**src/rtl/div.sv**
```systemverilog
// Multi-cycle 32-bit divider: restoring algorithm, one quotient bit per clock.
// Result is {remainder, quotient}, with optional signed operands.
module div (
    input  logic        clk,
    input  logic        rst,
    input  logic        signed_div_i,
    input  logic [31:0] opdata1_i,
    input  logic [31:0] opdata2_i,
    input  logic        start_i,
    input  logic        annul_i,
    output logic [63:0] result_o,
    output logic        ready_o
);

    typedef enum logic [1:0] {FREE, BYZERO, ON, END} state_e;

    state_e      state_q, state_d;
    logic [5:0]  cnt_q, cnt_d;
    logic [64:0] work_q, work_d;
    logic [31:0] divisor_q, divisor_d;
    logic        signed_q, signed_d;
    logic        neg1_q, neg1_d;
    logic        neg2_q, neg2_d;
    logic        ready_q, ready_d;
    logic [63:0] result_q, result_d;

    logic        accept;
    logic        abort;
    logic [31:0] dividend_abs;
    logic [31:0] divisor_abs;
    logic [32:0] diff;
    logic [64:0] stepped;
    logic [31:0] quot_fix;
    logic [31:0] rem_fix;

    always_ff @(posedge clk) begin
        if (rst) begin
            state_q   <= FREE;
            cnt_q     <= '0;
            work_q    <= '0;
            divisor_q <= '0;
            signed_q  <= 1'b0;
            neg1_q    <= 1'b0;
            neg2_q    <= 1'b0;
            ready_q   <= 1'b0;
            result_q  <= '0;
        end else begin
            state_q   <= state_d;
            cnt_q     <= cnt_d;
            work_q    <= work_d;
            divisor_q <= divisor_d;
            signed_q  <= signed_d;
            neg1_q    <= neg1_d;
            neg2_q    <= neg2_d;
            ready_q   <= ready_d;
            result_q  <= result_d;
        end
    end

    assign accept = start_i && !annul_i;
    assign abort  = !start_i || annul_i;

    always_comb begin
        state_d = state_q;
        case (state_q)
            FREE: begin
                if (accept) begin
                    state_d = (opdata2_i == 32'd0) ? BYZERO : ON;
                end
            end
            BYZERO: begin
                state_d = abort ? FREE : END;
            end
            ON: begin
                if (abort) begin
                    state_d = FREE;
                end else if (cnt_q == 6'd31) begin
                    state_d = END;
                end
            end
            END: begin
                if (abort) begin
                    state_d = FREE;
                end
            end
            default: state_d = FREE;
        endcase
    end

    // work_q[64:32] is the partial remainder with the next dividend bit already
    // shifted in; quotient bits accumulate from the LSB upward.
    always_comb begin
        dividend_abs = (signed_div_i && opdata1_i[31]) ? (~opdata1_i + 32'd1) : opdata1_i;
        divisor_abs  = (signed_div_i && opdata2_i[31]) ? (~opdata2_i + 32'd1) : opdata2_i;

        diff = work_q[64:32] - {1'b0, divisor_q};
        if (work_q[64:32] >= {1'b0, divisor_q}) begin
            stepped = {diff[31:0], work_q[31:0], 1'b1};
        end else begin
            stepped = {work_q[63:0], 1'b0};
        end

        quot_fix = (signed_q && (neg1_q ^ neg2_q)) ? (~stepped[31:0] + 32'd1) : stepped[31:0];
        rem_fix  = (signed_q && neg1_q) ? (~stepped[64:33] + 32'd1) : stepped[64:33];

        cnt_d     = cnt_q;
        work_d    = work_q;
        divisor_d = divisor_q;
        signed_d  = signed_q;
        neg1_d    = neg1_q;
        neg2_d    = neg2_q;

        case (state_q)
            FREE: begin
                if (accept) begin
                    cnt_d     = 6'd0;
                    work_d    = {32'd0, dividend_abs, 1'b0};
                    divisor_d = divisor_abs;
                    signed_d  = signed_div_i;
                    neg1_d    = opdata1_i[31];
                    neg2_d    = opdata2_i[31];
                end
            end
            BYZERO: begin
                work_d = '0;
            end
            ON: begin
                if (!abort) begin
                    cnt_d = cnt_q + 6'd1;
                    if (cnt_q == 6'd31) begin
                        work_d = {rem_fix, 1'b0, quot_fix};
                    end else begin
                        work_d = stepped;
                    end
                end
            end
            default: ;
        endcase
    end

    always_comb begin
        ready_d  = 1'b0;
        result_d = '0;
        if (state_q == END && !abort) begin
            ready_d  = 1'b1;
            result_d = {work_q[64:33], work_q[31:0]};
        end
    end

    assign ready_o  = ready_q;
    assign result_o = result_q;

endmodule

```
**config.mk**
```make
export PLATFORM = sky130hd
export DESIGN_NAME = div
export DESIGN_NICKNAME = d
export VERILOG_FILES = /design/src/rtl/div.sv
export SDC_FILE = /design/constraint.sdc
export NUM_CORES = 1
export LEC_CHECK = 0
export CORE_ASPECT_RATIO = 1.25
export CORE_UTILIZATION = 52
export DETAILED_ROUTE_END_ITERATION = 10
export GPL_TIMING_DRIVEN = 0
export PLACE_DENSITY = 0.78
export SYNTH_ARGS = -nofsm -noshare
export SYNTH_HDL_FRONTEND = slang
export SYNTH_SLANG_ARGS = --single-unit
```
**constraint.sdc**
```tcl
create_clock -name clk -period 4.2 [get_ports clk]
set_input_delay 0.84 -clock clk [delete_from_list [all_inputs] [get_ports clk]]
set_output_delay 0.84 -clock clk [all_outputs]
set_load 0.03 [all_outputs]
```
==> flow_metrics.py <==
metrics = {
    "placed_design": {
        "dpl.hpwl_um": 30300,
        "placed_cells": 1908,
        "gp_congestion": 0.955,
        "post-place-ws_ps": -781,
        "portBuffers": 133,
    },
    "clocking": {
        "numCtsBuffers": 17,
        "cts-root-buf": "clkbuf_16",
        "cts.htree.levels": 4,
        "clk_pin_slew_ps": 70,
        "insertion_delay_ps": 440,
        "cts_tree": "built",
        "clockBufferDepth": 2,
        "clock_sinks": 173,
        "holdBufCountCts": 0,
    },
    "sta": {
        "worst_slew_pin_slew_ps": 868,
        "finClkSkew_ps": 15.6,
        "fin_crit_sh_pct": 95.1,
        "setup_viol": 0,
        "min_period_ps": 4000,
        "slew_viol_final": 0,
        "setup_slack_ps": 205,
        "hold_violations": 0,
        "relSlewSlack_pct": 42.1,
        "fmaxAchievable_ghz": 0.250,
        "hold_ws_ps": 463,
        "rsz0062_at_grt": "no",
    },
    "floorplan": {
        "die_w_um": 136,
        "initial_core_util_pct": 53.5,
        "num_io_pins": 134,
        "rows": 60,
        "die_height_um": 169,
        "coreArea_um2": 21800,
        "die-area_um2": 23000,
    },
    "setup_path": {
        "end_kind": "flip-flop",
        "worstPathRequired_ps": 4540,
        "worstPathMaxFanout": 7,
        "cp.arrival_ps": 4330,
        "path_class": "flip-flop to flip-flop",
        "crit_path_start_kind": "flip-flop",
    },
    "yosys": {
        "ys_seq_area_share_pct": 29.7,
        "synth_area_um2": 11600,
        "ys_types": 96,
        "synth_nets": 1606,
        "ys.flop_type": "dfxtp_1",
        "synth_edf_count": 0,
        "synthCells": 1496,
        "synth-async-reset-ratio_pct": 0,
        "avgSynthCellArea_um2": 7.78,
        "ys_ff_latch": 173,
        "yosysWarnings": 0,
    },
    "global_route": {
        "antenna_found_initial": 0,
        "grt_pass1_wl_um": 60300,
        "grt.total_usage_pct": 33.9,
        "grt_overflow_total": 0,
        "grt_pass1_vias": 11300,
        "grt_max_degree": 20,
    },
    "run_status": {
        "status": "complete, no violations",
    },
    "layout": {
        "syn_to_final_growth_pct": 20.6,
        "nets": 1759,
        "final_common_cell": "dfxtp_1",
        "num_antenna_cells": 0,
        "layoutNonFillerInstCount": 1941,
        "layout-drive-gt1-share_pct": 7.64,
        "fillCellCount": 1983,
        "final_cell_mix": "dfxtp_1, nor2_1, clkdlybuf4s50_1, nand2_1, a21oi_1",
    },
    "detailed_routing": {
        "wl_um": 38400,
        "vias_per_cell": 6.16,
        "antenna_left": 0,
        "dr.pass1.iters": 6,
        "drt_iter0_markers": 979,
        "wl_per_cell_um": 19.8,
        "drc": 0,
        "vias": 12000,
    },
    "power_and_ir_drop": {
        "max-vdd-ir-drop_mv": 0.323,
        "power_density_nw_per_um2": 500,
        "p_leak_nw": 5.17,
    },
    "worst_hold_path": {
        "hold_class": "flip-flop to flip-flop",
    },
    "job": {
        "drv_cap": 0,
    },
}
## layout make-up
cell class	instances	area, µm²	area share, %
buffer	82	413	2.94
tap	279	349	2.48
multi-input combinational	1186	7630	54.3
sequential	173	3480	24.8
clock buffer	18	439	3.13
inverter	50	190	1.35
timing repair buffer	139	1380	9.82
clock inverter	14	164	1.17
## per-layer routing
metal	wire length, µm	track usage (%)
met4	1790	17.2
met5	0	0
met3	2300	4.63
met1	15000	39.0
met2	19300	60.5
## registers in the layout, summed over array words and instances, names as in the netlist
signal / count
cnt_q: 6
divisor_q: 32
neg1_q: 1
neg2_q: 1
ready_o: 1
result_o: 64
signed_q: 1
state_q: 2
work_q: 65
## cell families (layout without fill, tap and decap cells)
| group | count (synthesis) | in the layout | synth area share, % |
|---|---|---|---|
| and+or+nand+nor | 575 | 575 | 24.9 |
| muxes | 21 | 21 | 1.84 |
| buffers and inverters | 137 | 303 | 5.23 |
| adders and majority gates | 41 | 41 | 4.47 |
| xor gates and xnor gates | 132 | 132 | 9.99 |
| AOI/OAI and AO/OA | 417 | 417 | 23.9 |
| DFF | 173 | 173 | 29.7 |
## path summary, 6_finish.rpt
path	start	endpoint	slack [ps]	cells past startpoint
max	work_q[32]	work_q[62]	200	16
max reg2reg	work_q[32]	work_q[62]	200	16
min reg2reg	divisor_q[26]	divisor_q[26]	460	2
min	divisor_q[26]	divisor_q[26]	460	2
## report_power, final
| part | switching (W) | internal, W |
|---|---|---|
| Combinational | 0.00213 | 0.00123 |
| Clock | 0.000775 | 0.000867 |
| Sequential | 0.000212 | 0.00181 |
| Total | 0.00311 | 0.00391 |
## per-stage QoR
stage	TNS [ps]	total power [W]	cell area [µm²]	util, %
6_report	0	0.00702	14000	64.5
5_1_grt	0	0.00742	14000	64.5
4_1_cts	0	0.00692	14000	64.4
3_5_place_dp	-4230	0.00521	13300	61.2
3_3_place_gp	-4140	0.00519	13300	61.2
2_1_floorplan	0	0.00431	11600	-
## cell usage after synthesis (all sizes together) (17+ instances only)
cell type	instances	share of area, %
nor4	27	1.6
clkbuf	67	2.4
a211oi	29	2.0
a21oi	109	4.8
and3	17	0.97
or3	23	1.3
xor2	58	4.4
o221ai	30	2.3
xnor2	74	5.6
nor3	34	1.5
mux2i	18	1.5
nor2	160	5.2
buf	20	1.2
o21ai	109	4.7
nand3	32	1.4
nand2	134	4.3
o31ai	19	1.4
ha	40	4.3
dfxtp	173	30
and2	77	4.1
inv	50	1.6
## worst max-delay path, cell delays in order, from the launching register on
cell and delay, ps:
dfxtp_1 380, inv_1 90, ha_1 180, inv_1 60, fa_1 400, a21o_1 210
a221oi_2 310, o21ai_1 240, and3_1 260, or3_1 330, a22oi_1 410, a31oi_1 220
a211oi_2 220, buf_4 160, a21oi_1 80, xnor2_1 160, a22o_1 180
## repair_timing
item | CTS | global route
resized for setup | 25 | 8
endpoints found under the setup margin | 12 | 10
gates cloned | 0 | 1
pin swaps | 5 | 2
buffers inserted | 3 | 2
Power figures use the tool's default switching activity.
